`src/rtl/pnn_neuron_param.sv`:
```
// Pattern-layer neuron: train stores an input vector as weights, infer
// accumulates the dot product with the stored weights and thresholds it on sigma.
module pnn_neuron_param #(
    parameter int DATA_W = 16,
    parameter int DEPTH  = 4,
    parameter int ACC_W  = 48
) (
    input  logic              clk,
    input  logic              rst_n,
    input  logic              start,
    input  logic              train,
    input  logic [DATA_W-1:0] sigma,
    input  logic              in_valid,
    input  logic [DATA_W-1:0] in_data,
    output logic              in_ready,
    output logic              busy,
    output logic [ACC_W-1:0]  acc,
    output logic              y,
    output logic              y_valid,
    output logic              train_done
);
    localparam int IDX_W = $clog2(DEPTH);

    typedef enum logic [1:0] {IDLE, RUN, DONE} state_t;

    state_t                        state, state_nxt;
    logic [IDX_W-1:0]              idx;
    logic                          mode_train;
    logic [DATA_W-1:0]             sigma_q;
    logic [DEPTH-1:0][DATA_W-1:0]  weight;
    logic [2*DATA_W-1:0]           prod;
    logic                          accept;
    logic                          last;

    assign accept = (state == RUN) && in_valid;
    assign last   = (idx == IDX_W'(DEPTH - 1));
    assign prod   = in_data * weight[idx];

    always_ff @(posedge clk or negedge rst_n) begin
        if (!rst_n) state <= IDLE;
        else        state <= state_nxt;
    end

    always_comb begin
        state_nxt = state;
        case (state)
            IDLE:    if (start) state_nxt = RUN;
            RUN:     if (in_valid && last) state_nxt = DONE;
            DONE:    state_nxt = IDLE;
            default: state_nxt = IDLE;
        endcase
    end

    always_comb begin
        in_ready = 1'b0;
        busy     = 1'b0;
        case (state)
            RUN:     begin in_ready = 1'b1; busy = 1'b1; end
            DONE:    busy = 1'b1;
            default: ;
        endcase
    end

    always_ff @(posedge clk or negedge rst_n) begin
        if (!rst_n) begin
            idx        <= '0;
            mode_train <= 1'b0;
            sigma_q    <= '0;
            acc        <= '0;
            y          <= 1'b0;
            y_valid    <= 1'b0;
            train_done <= 1'b0;
        end else begin
            y_valid    <= 1'b0;
            train_done <= 1'b0;
            case (state)
                IDLE: if (start) begin
                    mode_train <= train;
                    sigma_q    <= sigma;
                    idx        <= '0;
                    if (!train) acc <= '0;
                end
                RUN: if (in_valid) begin
                    if (!mode_train)
                        acc <= acc + {{(ACC_W-2*DATA_W){1'b0}}, prod};
                    idx <= last ? '0 : idx + 1'b1;
                end
                DONE: begin
                    if (mode_train) begin
                        train_done <= 1'b1;
                    end else begin
                        y       <= (acc > {{(ACC_W-DATA_W){1'b0}}, sigma_q});
                        y_valid <= 1'b1;
                    end
                end
                default: ;
            endcase
        end
    end

    // Weights deliberately have no reset: they survive rst_n, including partial trains.
    always_ff @(posedge clk) begin
        if (accept && mode_train) weight[idx] <= in_data;
    end
endmodule
```
`config.mk`:
```
export PLATFORM = sky130hd
export DESIGN_NAME = pnn_neuron_param
export DESIGN_NICKNAME = d
export VERILOG_FILES = /design/src/rtl/pnn_neuron_param.sv
export SDC_FILE = /design/constraint.sdc
export NUM_CORES = 1
export LEC_CHECK = 0
export BUFFER_PORTS_ARGS = -buffer_cell sky130_fd_sc_hd__buf_2
export CORE_MARGIN = 5
export CORE_UTILIZATION = 60
export DETAILED_ROUTE_END_ITERATION = 6
export PLACE_DENSITY = 0.85
export SETUP_SLACK_MARGIN = 0.02
export SYNTH_ARGS = -nofsm -noshare
export SYNTH_HDL_FRONTEND = slang
export SYNTH_SLANG_ARGS = --single-unit
```
`constraint.sdc`:
```
create_clock -name clk -period 8.6 [get_ports clk]
set_clock_uncertainty 0.05 [all_clocks]
set_input_delay 1.72 -clock clk [delete_from_list [all_inputs] [get_ports clk]]
set_output_delay 1.72 -clock clk [all_outputs]
set_load 0.03 [all_outputs]
```
-- After elaboration in Yosys (flattened, before gate mapping)
Cells that the tools add are included.
- RAM bits: 0
- word-level logic and storage cells: 62
- memories kept: 0
- bits in latches: 0
- flip-flop bits (word level): 136
- bits in read-only memories: 0
- reduce and logical (&&, ||, !) cells: 12
- equal/unequal tests: 8
- div/mod/pow operators: 0
- $add $sub $neg: 2
- $lt $le $gt $ge: 3
- multiply operators: 1
- bitwise operators: 1
- muxes and demuxes: 23
- shift operators: 0
- operator list (kind ; count):
    two-way mux 48 bit ; 4
    case mux 48 bit (2 select lines) ; 1
    bitwise mux 64 bit ; 1
    adder 48 x 32 -> 48 bit ; 1
    greater-than comparator 48 x 16 -> 1 bit ; 1
    binary-select mux 16 bit (select 2 bit) ; 1
    demux 16 bit (select 2 bit) ; 1
    multiplier 16 x 16 -> 32 bit ; 1
    two-way mux 16 bit ; 2
    two-way mux 2 bit ; 5
    != test 2 bit, second input constant ; 4
    case mux 2 bit (2 select lines) ; 2
    two-way mux 1 bit ; 6
    AND reduction 2 bit ; 3
    AND reduction 5 bit ; 1
    equality test 2 bit, second input constant ; 2
    logical AND 1 bit ; 4
    < comparator 2 x 3 -> 1 bit, second input constant ; 1
    AND reduction 3 bit ; 1
    adder 2 x 1 -> 2 bit, second input constant ; 1
    equality test 2 x 1 -> 1 bit, second input constant ; 1
    >= comparator 2 x 1 -> 1 bit, second input constant ; 1
    logical NOT 2 bit ; 1
    != test 2 x 1 -> 1 bit, second input constant ; 1
    other kinds (3) ; 3

-- Logic depth before layout (Yosys ltp)
Gate-level depths: netlist of the first run.
- depth after elaboration: 7
- depth in mapped cells: 27
- depth with buffers taken out: 23

-- Least setup slack after synthesis of the first run
Ideal clock, no wire load.
- kind: input -> register
- from: in in_data[5]
- to: reg acc[41]
- path buffers: 2
- arrival time: 7.160 ns
- setup slack: 1.260 ns
- data required time: 8.421 ns
- stages: 23
- path through: clkbuf_1 -> nand2_1 -> fa_1 -> inv_1 -> fa_1 -> inv_1 -> fa_1 -> inv_1 -> fa_1 -> fa_1 -> inv_1 -> fa_1 -> inv_1 -> ha_1 -> buf_6 -> a21oi_1 -> o21ai_0 -> a21oi_1 -> a2111oi_2 -> o211ai_2 -> a211oi_1 -> xnor2_1 -> nor2_1
- longest elaborated chain between the ends: 5
- RTL lines (item ; RTL line ; RTL):
    start, declared ; 14 ; input logic [DATA_W-1:0] in_data,
    multiplier 16 x 16 -> 32 bit ; 37 ; assign prod = in_data * weight[idx];
    adder 48 x 32 -> 48 bit ; 85 ; acc <= acc + {{(ACC_W-2*DATA_W){1'b0}}, prod};
    two-way mux 48 bit ; 84 ; if (!mode_train)
    two-way mux 48 bit ; 83 ; RUN: if (in_valid) begin
    case mux 48 bit (2 select lines) ; 76 ; case (state)
    end signal, assigned ; 85 ;
    end, declared ; 17 ; output logic [ACC_W-1:0] acc,
Every way passes these cells. The select of a mux whose other input is x is not followed.
A chain may end at the register's enable or synchronous reset.

-- Worst setup path after layout of the first run
- from: reg idx[0]
- to: reg acc[45]
- longest elaborated chain between the ends: 7
- RTL lines (item ; RTL line ; RTL):
    start, declared ; 27 ; logic [IDX_W-1:0] idx;
    start signal, assigned ; 86 ; idx <= last ? '0 : idx + 1'b1;
    binary-select mux 16 bit (select 2 bit) ; 37 ;
    two-way mux 16 bit (implied by the code) ; 37 ;
    multiplier 16 x 16 -> 32 bit ; 37 ;
    adder 48 x 32 -> 48 bit ; 85 ;
    two-way mux 48 bit ; 84 ;
    two-way mux 48 bit ; 83 ;
    case mux 48 bit (2 select lines) ; 76 ;
Every way passes these cells. The select of a mux whose other input is x is not followed.

==> results of run 1 <==
## synth_stat cells (3+ instances only)
| library cell | count | share of area |
|---|---|---|
| a21o_1 | 28 | 0.013 |
| fa_1 | 226 | 0.29 |
| nand3_1 | 18 | 0.0057 |
| a21oi_1 | 52 | 0.017 |
| nor4_1 | 9 | 0.0036 |
| nor2b_1 | 5 | 0.0020 |
| and2_1 | 133 | 0.053 |
| a21boi_0 | 4 | 0.0019 |
| and3_1 | 5 | 0.0020 |
| buf_4 | 3 | 0.0014 |
| xnor2_1 | 21 | 0.012 |
| nand2_1 | 188 | 0.045 |
| a211oi_1 | 7 | 0.0033 |
| o21bai_1 | 3 | 0.0014 |
| xor2_1 | 14 | 0.0078 |
| dfrtp_1 | 72 | 0.11 |
| nor3_1 | 4 | 0.0013 |
| a31oi_1 | 5 | 0.0020 |
| buf_6 | 3 | 0.0021 |
| nor2_1 | 28 | 0.0067 |
| a22o_1 | 13 | 0.0072 |
| o211ai_1 | 9 | 0.0043 |
| edfxtp_1 | 64 | 0.12 |
| inv_1 | 367 | 0.088 |
| ha_1 | 134 | 0.11 |
| buf_2 | 4 | 0.0013 |
| nand4_1 | 12 | 0.0048 |
| clkbuf_1 | 43 | 0.010 |
| o21ai_0 | 36 | 0.011 |
| mux4_2 | 16 | 0.023 |
| or4_1 | 4 | 0.0019 |
| o21a_1 | 3 | 0.0014 |
| mux2_2 | 17 | 0.012 |
| o31ai_1 | 9 | 0.0043 |
## worst max-delay path by stage
stage	startpoint	endpoint	depth (start not counted)
5_1_grt	idx[0]	acc[43]	21
4_1_cts	idx[0]	acc[47]	21
6_report	idx[0]	acc[45]	21
3_3_place_gp	in_data[8]	acc[45]	20
3_5_place_dp	in_data[9]	acc[43]	20
2_1_floorplan	in_data[5]	acc[41]	23
## through the flow
step           hold WS, ns  utilization  setup WS [ns]  cells  instance area (sq um)
6_report             0.459        0.654          0.687   1997                  16900
5_1_grt              0.475        0.654          0.236   1997                  16900
4_1_cts              0.461        0.654          0.677   1997                  16900
3_5_place_dp         0.444        0.632          0.681   1965                  16400
3_3_place_gp         0.439        0.632          0.838   1965                  16400
2_1_floorplan        0.419            -           1.26   1591                  15700
## final cells by class
cell class,instances,area share
inverter,368,0.0816
timing repair buffer,95,0.0291
multi-input combinational,1031,0.612
tap,335,0.0247
clock buffer,17,0.0251
sequential,136,0.220
clock inverter,15,0.00776
## metal layers
metal | track usage | part of all wire | up-vias
li1 | - | - | 5096
met1 | 0.326 | 0.37 | 5829
met2 | 0.469 | 0.54 | 508
met3 | 0.0412 | 0.070 | 94
met4 | 0.0813 | 0.026 | 0
met5 | 0 | 0 | -
## cell usage in the layout (no fill, tap or decap), types with 5 or more instances in the layout
master	n
fa_1	226
buf_4	7
inv_1	367
mux4_2	16
buf_2	88
dfrtp_1	72
nand4_1	12
nor4_1	9
and2_1	133
xnor2_1	21
clkbuf_16	17
a211oi_1	7
o31ai_1	9
edfxtp_1	64
mux2_2	17
a22o_1	13
ha_1	134
nand2_1	188
nor2b_1	5
and3_1	5
a21oi_1	52
a31oi_1	5
nor2_1	28
nand3_1	18
o21ai_0	36
inv_6	6
o211ai_1	9
a21o_1	28
xor2_1	14
## cells by family after synthesis
group           after synthesis  share of synthesized area
compound gates              185                     0.0774
fa+ha+maj                   360                      0.394
buf+inv                     424                      0.105
simple gates                418                      0.133
xor+xnor                     35                     0.0195
mux                          33                     0.0351
flops                       136                      0.237
## registers in the layout (all words and copies together), names as in the netlist
name / count
y: 1
idx: 2
state: 2
sigma_q: 16
weight: 64
train_done: 1
acc: 48
mode_train: 1
y_valid: 1
==> impl_results.md, run 1 <==
- Root Buffer: clkbuf_16
- Syn Area/Cell: 9.89 sq um
- Synth Register Bits: 136
- CP Launch Type: flip-flop
- Bufs and invs on worst path: 4
- GR Util All Layers: 0.261
- Run status: complete, no violations
- Syn Nets: 1988
- Site Rows: 59
- Largest net degree at the start of global routing: 73
- Syn Inst Count: 1591
- I/O pin count: 90
- Post-synth EDFFs: 64
- Slowest stage delay, CP: 1.06 ns
- Unrepaired setup endpoints after global routing: no
- Setup TNS: 0 ns
- CP Capture Type: flip-flop
- CP required: 8.87 ns
- Fill cells: 1986
- Htree depth: 4
- Critical-path top delay cell: dfrtp_1
- Final min period: 7.91 ns
- Initial antenna violation count: 0
- Max clock buf depth: 2
- Die ar.: 29600 sq um
- Post-CTS setup buffer count: 0
- Synthesized cell area: 15700 sq um
- TritonCTS Buffers: 17
- Hold Path Sink: sigma_q[4]
- Worst R2R Start: idx[0]
- Worst r2r dst: acc[45]
- Reg clk slew, reported paths: 0.07 ns
- Worst slew margin: 0.267
- Synth Flop Type: dfrtp_1
- Setup violations, final: 0
- Seq. cell area: 3720 sq um
- R2R depth: 21
- CP max FO: 18
- Gr ovfl total: 0
- Via count: 11500
- # DRC: 0
- Port bufs: 89
- # hold bufs at CTS: 0
- Worst path most repeated cell: fa_1
- Wire per inst: 18.5 um
- Share of cells above drive strength 1: 0.105
- Antenna-violating nets left: 0
- Clock Latency Late Sink: 0.43 ns
- Area of the multi-input gates: 10400 sq um
- Final Cycle Share: 0.920
- First-pass GRT wire length: 61100 um
- Vias in the first global route: 12500
- Final GP Congestion: 0.900
- DP HPWL: 28400 um
- Hold path startpoint: sigma_q[4]
- Pre-antenna DRT Iters: 5
- Distinct cells, synth: 62
- Worst-margin pin slew: 1.10 ns
- Area delta synth->final: 7.62%
- Die width: 172 um
- First DRT Iteration DRCs: 919
- Cts repair resizes: 0
- Sequential share of the synthesized area: 0.237
- Die Y: 172 um
- F_max: 126 MHz
- Final hold vios: 0
- Core Footprint: 25900 sq um
- Initial Util: 0.607
- Max_cap viols: 0
- Hold crit path type: flip-flop to flip-flop
- CP top delay family: adder cells
- Nets: 2046
- Synth Warn #: 0
- Drt via density: 5.77
- Cells along the critical path: mux4_2 -> and2_1 -> fa_1 -> inv_1 -> fa_1 -> inv_1 -> fa_1 -> fa_1 -> fa_1 -> inv_1 -> fa_1 -> inv_1 -> ha_1 -> nand2_1 -> nor2_1 -> nand4_1 -> a2111oi_2 -> o211ai_2 -> a211oi_1 -> xnor2_1 -> nor2_1
- Total wire length: 36900 um
- Diodes inserted: 0
- CTS tree: done
- Crit path kind: flip-flop to flip-flop
- Slew Limit Fails: 0
- Hold depth: 1
- Asr flop ratio synth: 0.529
- FF-to-FF setup slack: 0.69 ns
- WP data arrival: 8.18 ns
- Sinks on Clock Net: 136
Power of run 1 is left out: the tool's default activity adds up to more than one toggle a clock period on the data nets, which glitch-free logic cannot reach.
==> run 2, diff against run 1 <==
--- a/config.mk
+++ b/config.mk
@@ -6,10 +6,12 @@
 export NUM_CORES = 1
 export LEC_CHECK = 0
 export BUFFER_PORTS_ARGS = -buffer_cell sky130_fd_sc_hd__buf_2
+export CELL_PAD_IN_SITES_DETAIL_PLACEMENT = 1
+export CELL_PAD_IN_SITES_GLOBAL_PLACEMENT = 2
 export CORE_MARGIN = 5
-export CORE_UTILIZATION = 60
+export CORE_UTILIZATION = 41
 export DETAILED_ROUTE_END_ITERATION = 6
-export PLACE_DENSITY = 0.85
+export PLACE_DENSITY = 0.88
 export SETUP_SLACK_MARGIN = 0.02
 export SYNTH_ARGS = -nofsm -noshare
 export SYNTH_HDL_FRONTEND = slang
==> run 2 against run 1 <==
Final area is 1.6% higher. Sequential cell count did not move. Wire length increased by 20%. Non-clock buffer count is 1 higher. Fmax is 0.40% lower. Register-to-register slack got worse by 0.03 ns. Setup slack worse by 0.032 ns. Die area grew 43%. Utilization down 20 points. Count of clock-buffer cells in the layout rose by 3. Critical path type unchanged. Critical endpoint is now acc[31].
==> impl_results.md, run 2 (synthesized netlist as in run 1, its figures left out) <==
- Wire per inst: 20.4 um (+11%)
- Highest-count cells in the layout ignoring fill and taps: inv_1, fa_1, nand2_1
- Top flop regs: weight: 64 flops, acc: 48 flops, sigma_q: 16 flops
- Final hold vios: 0 (unchanged)
- Pre-antenna DRT Iters: 5 (unchanged)
- Crit path kind: flip-flop to flip-flop
- Slowest stage delay, CP: 0.99 ns (-0.07 ns)
- Diodes inserted: 0 (unchanged)
- Sinks on Clock Net: 136 (unchanged)
- Worst-margin pin slew: 1.18 ns (+0.0852 ns)
- Cells along the critical path: mux4_2 -> and2_1 -> fa_1 -> inv_1 -> fa_1 -> fa_1 -> inv_1 -> fa_1 -> fa_1 -> inv_1 -> fa_1 -> inv_1 -> ha_1 -> a21o_1 -> a21oi_1 -> nor4b_1 -> a21oi_1 -> o21ai_0 -> o21ai_0 -> xor2_1 -> a22o_1
- Port bufs: 89 (unchanged)
- GR Util All Layers: 0.220 (-0.0411)
- Hold crit path type: flip-flop to flip-flop
- Fill cells: 4286 (+120%)
- Reg clk slew, reported paths: 0.07 ns (about the same)
- Die ar.: 42400 sq um (+43%)
- Run status: complete, no violations
- Number of flip-flops in the largest register: 64 (unchanged)
- First DRT Iteration DRCs: 515 (-44%)
- Post-DP Area: 16600 sq um (+1.4%)
- TritonCTS Buffers: 17 (unchanged)
- Worst slew margin: 0.210 (-0.0568)
- Antenna-violating nets left: 0 (unchanged)
- F_max: 126 MHz (-0.40%)
- WP data arrival: 8.23 ns (+0.05 ns)
- Final Cycle Share: 0.924 (+0.00369)
- Max clock buf depth: 2 (unchanged)
- Drt via density: 5.25 (-9.1%)
- CTS tree: done
- Root Buffer: clkbuf_16
- Vias in the first global route: 12800 (+2.4%)
- Cts repair resizes: 0 (unchanged)
- Max_cap viols: 0 (unchanged)
- CP Capture Type: flip-flop
- CP Launch Type: flip-flop
- First-pass GRT wire length: 71500 um (+17%)
- Setup violations, final: 0 (unchanged)
- Total wire length: 44400 um (+20%)
- Layout Cells excl Fill: 2174 (+8.9%)
- Final min period: 7.94 ns (+0.0318 ns)
- Final instance area: 17200 sq um (+1.6%)
- Post-CTS setup buffer count: 0 (unchanged)
- I/O pin count: 90 (unchanged)
- Core Footprint: 37800 sq um (+46%)
- Share of cells above drive strength 1: 0.105 (+0.000538)
- DP HPWL: 34200 um (+21%)
- Die Y: 206 um (+20%)
- Hold Worst Slack: 0.457 ns (-0.00165 ns)
- Area delta synth->final: 9.30%
- Worst path most repeated cell: fa_1
- Die width: 206 um (+20%)
- Slew Limit Fails: 0 (unchanged)
- Most flop-heavy register: weight
- # DRC: 0 (unchanged)
- Placed instance count: 2142 (+9.0%)
- CP max FO: 17 (-1)
- # hold bufs at CTS: 0 (unchanged)
- CP required: 8.88 ns (about the same)
- Final GP Congestion: 0.873 (-2.9%)
- Initial antenna violation count: 0 (unchanged)
- Gr ovfl total: 0 (unchanged)
- Site Rows: 71 (+20%)
- Critical-path top delay cell: dfrtp_1
- Largest net degree at the start of global routing: 73 (unchanged)
- Setup TNS: 0 ns (unchanged)
- Commonest non-fill, non-tap cell in the layout: inv_1
- Via count: 11400 (-1.0%)
- Htree depth: 4 (unchanged)
- Unrepaired setup endpoints after global routing: no
- Initial Util: 0.417 (-0.191)
- Clock Latency Late Sink: 0.45 ns (+0.02 ns)
- Nets: 2047 (+0.049%)
## run 2: cell types whose count changed in the layout (fill, tap and decap cells not counted), moves of 2 or more
cell        change
clkinv_4        +2
clkinvlp_4      -2
inv_6           -2
inv_8           -3
bufinv_16       +2
## run 2: layer usage
layer | GRT usage | share of wire
met5 | 0 | 0
met4 | 0.0568 | 0.022
met3 | 0.0377 | 0.041
met2 | 0.373 | 0.50
met1 | 0.294 | 0.44
## run 2: path summary, 6_finish.rpt
kind / from / end / slack (ns) / cells after the start
setup / recovery: idx[1] / acc[31] / 0.66 / 21
hold / removal: sigma_q[11] / sigma_q[11] / 0.46 / 1
setup reg to reg: idx[1] / acc[31] / 0.66 / 21
hold reg to reg: sigma_q[11] / sigma_q[11] / 0.46 / 1
max in group asynchronous: rst_n / acc[11] / 6.48 / 1
min in group asynchronous: rst_n / acc[38] / 1.39 / 1
## run 2: worst max-delay path: cells and delay by family, from the launching register on
| family | cells | cell delay (ns) |
|---|---|---|
| buffers and inverters | 4 | 0.22 |
| xor gates and xnor gates | 1 | 0.16 |
| AOI/OAI and AO/OA | 6 | 1.31 |
| muxes | 1 | 0.62 |
| and+or+nand+nor | 2 | 0.86 |
| adders and majority gates | 7 | 3.55 |
| DFF | 1 | 0.99 |
## run 2: metrics by stage
step                      utilization  setup WS [ns]
final                           0.456          0.655
after global routing            0.456          0.314
after CTS                       0.456          0.670
after detailed placement        0.440          0.438
after global placement          0.440          0.593
after floorplan                     -           1.26
## run 2: area by class of cell
cell class              count  area (sq um)  area share
clock inverters            12           141     0.00822
inverters                 368          1380      0.0803
well taps                 511           639      0.0372
clock buffers              20           450      0.0262
multi-input cells        1031         10400       0.603
flip-flops and latches    136          3720       0.216
repair buffers             96           500      0.0291
Power of run 2 is left out for the same reason.
==> run 3, diff against run 2 <==
--- a/config.mk
+++ b/config.mk
@@ -5,12 +5,12 @@
 export SDC_FILE = /design/constraint.sdc
 export NUM_CORES = 1
 export LEC_CHECK = 0
-export BUFFER_PORTS_ARGS = -buffer_cell sky130_fd_sc_hd__buf_2
 export CELL_PAD_IN_SITES_DETAIL_PLACEMENT = 1
 export CELL_PAD_IN_SITES_GLOBAL_PLACEMENT = 2
-export CORE_MARGIN = 5
-export CORE_UTILIZATION = 41
+export CORE_MARGIN = 8
+export CORE_UTILIZATION = 43
 export DETAILED_ROUTE_END_ITERATION = 6
+export DONT_BUFFER_PORTS = 1
 export PLACE_DENSITY = 0.88
 export SETUP_SLACK_MARGIN = 0.02
 export SYNTH_ARGS = -nofsm -noshare
==> run 3 against run 2 <==
Sequential share of layout area up 0.60 points. Count of clock-buffer cells in the layout unchanged. Setup slack better by 0.30 ns.
==> impl_results.md, run 3 (synthesized netlist as in run 1, its figures left out) <==
- Run status: complete, no violations
- Hold crit path type: flip-flop to flip-flop
- Clock Latency Late Sink: 0.46 ns (about the same)
- Cts repair resizes: 0 (unchanged)
- Nets: 1961 (-4.2%)
- Initial antenna violation count: 1 (+1)
- Worst slew margin: 0.339 (+0.129)
- CP Capture Type: flip-flop
- Top flop regs: weight: 64 flops, acc: 48 flops, sigma_q: 16 flops
- Die width: 207 um (+0.68%)
- Pre-antenna DRT Iters: 4 (-1)
- Htree depth: 4 (unchanged)
- CP required: 8.90 ns (+0.02 ns)
- Area delta synth->final: 6.38%
- I/O pin count: 90 (unchanged)
- Wire per inst: 21.7 um (+6.5%)
- CP Launch Type: flip-flop
- Most flop-heavy register: weight
- Antenna-violating nets left: 0 (unchanged)
- Final GP Congestion: 0.852 (-2.5%)
- Core Footprint: 36300 sq um (-3.7%)
- Hold path startpoint: sigma_q[4]
- Crit path kind: flip-flop to flip-flop
- CTS tree: done
- Worst-margin pin slew: 0.992 ns (-0.193 ns)
- Final Cycle Share: 0.888 (-0.0355)
- GR Util All Layers: 0.217 (-0.00320)
- Post-CTS setup buffer count: 0 (unchanged)
- Reg clk slew, reported paths: 0.07 ns (about the same)
- Final min period: 7.64 ns (-0.305 ns)
- Gr ovfl total: 0 (unchanged)
- Slew Limit Fails: 0 (unchanged)
- Commonest non-fill, non-tap cell in the layout: inv_1
- CP max FO: 16 (-1)
- DP HPWL: 34900 um (+1.9%)
- Die Y: 207 um (+0.68%)
- First-pass GRT wire length: 72500 um (+1.4%)
- Drt via density: 5.34 (+1.8%)
- Setup crit start: idx[0]
- # DRC: 0 (unchanged)
- Vias in the first global route: 12400 (-2.6%)
- Root Buffer: clkbuf_16
- Die ar.: 43000 sq um (+1.4%)
- TritonCTS Buffers: 17 (unchanged)
- Initial Util: 0.433 (+0.0161)
- WP data arrival: 7.94 ns (-0.29 ns)
- First DRT Iteration DRCs: 603 (+17%)
- Highest-count cells in the layout ignoring fill and taps: inv_1, fa_1, nand2_1
- Site Rows: 70 (-1.4%)
- Number of flip-flops in the largest register: 64 (unchanged)
- Max_cap viols: 0 (unchanged)
- Via count: 10900 (-4.2%)
- Share of cells above drive strength 1: 0.0571 (-0.0482)
- Largest net degree at the start of global routing: 73 (unchanged)
- Max clock buf depth: 2 (unchanged)
- Unrepaired setup endpoints after global routing: no
- F_max: 131 MHz (+4.0%)
- Setup violations, final: 0 (unchanged)
- Worst R2R Start: idx[0]
- Final hold vios: 0 (unchanged)
- Total wire length: 44500 um (+0.24%)
- Port bufs: 0 (-100%)
- Sinks on Clock Net: 136 (unchanged)
- Setup TNS: 0 ns (unchanged)
- # hold bufs at CTS: 0 (unchanged)
[run 3: critical path, cell delays in order, from the launching register on]
cell and delay, ns:
dfrtp_1 0.36, buf_4 0.32, mux4_2 0.78, and2_1 0.28
fa_1 0.54, inv_1 0.06, fa_1 0.51, fa_1 0.52
inv_1 0.06, fa_1 0.48, fa_1 0.55, inv_1 0.06
fa_1 0.56, inv_1 0.06, ha_1 0.37, a21o_1 0.23
a21oi_1 0.26, nor4b_1 0.48, a21oi_1 0.15, o21ai_0 0.30
o21ai_0 0.15, xor2_1 0.16, a22o_1 0.20
[run 3: path summary, 6_finish.rpt]
check / end / slack (ns) / cells after the start
setup / recovery: acc[31] / 0.96 / 22
hold / removal: sigma_q[4] / 0.46 / 1
setup reg to reg: acc[31] / 0.96 / 22
hold reg to reg: sigma_q[4] / 0.46 / 1
max in group asynchronous: acc[24] / 7.47 / 0
min in group asynchronous: acc[14] / 0.91 / 0
[run 3: layout make-up]
class	instances	area (sq um)
antenna	1	2.50
clock buffer	20	478
clock inverter	12	130
fill	4043	19600
inverter	368	1380
multi-input combinational	1031	10400
sequential	136	3720
tap	468	586
timing repair buffer	10	75.1
[run 3: metal layers]
layer / wire length (um) / global-route usage / up-vias
met1: 19800 / 0.291 / 5740
met5: 23 / 0 / -
met2: 21400 / 0.354 / 231
li1: - / - / 4919
met3: 2510 / 0.0471 / 40
met4: 750 / 0.0550 / 2
[run 3: per-stage QoR]
| stage | setup WS, ns | util | hold slack (ns) | area, sq um | std cells |
|---|---|---|---|---|---|
| 3_5_place_dp | 0.922 | 0.444 | 0.445 | 16100 | 2013 |
| 6_report | 0.960 | 0.461 | 0.458 | 16700 | 2046 |
| 2_1_floorplan | 1.26 | - | 0.419 | 15700 | 1591 |
| 5_1_grt | 0.593 | 0.461 | 0.468 | 16700 | 2045 |
| 3_3_place_gp | 1.03 | 0.444 | 0.441 | 16100 | 2013 |
| 4_1_cts | 1.00 | 0.461 | 0.460 | 16700 | 2045 |
Power of run 3 is left out for the same reason.
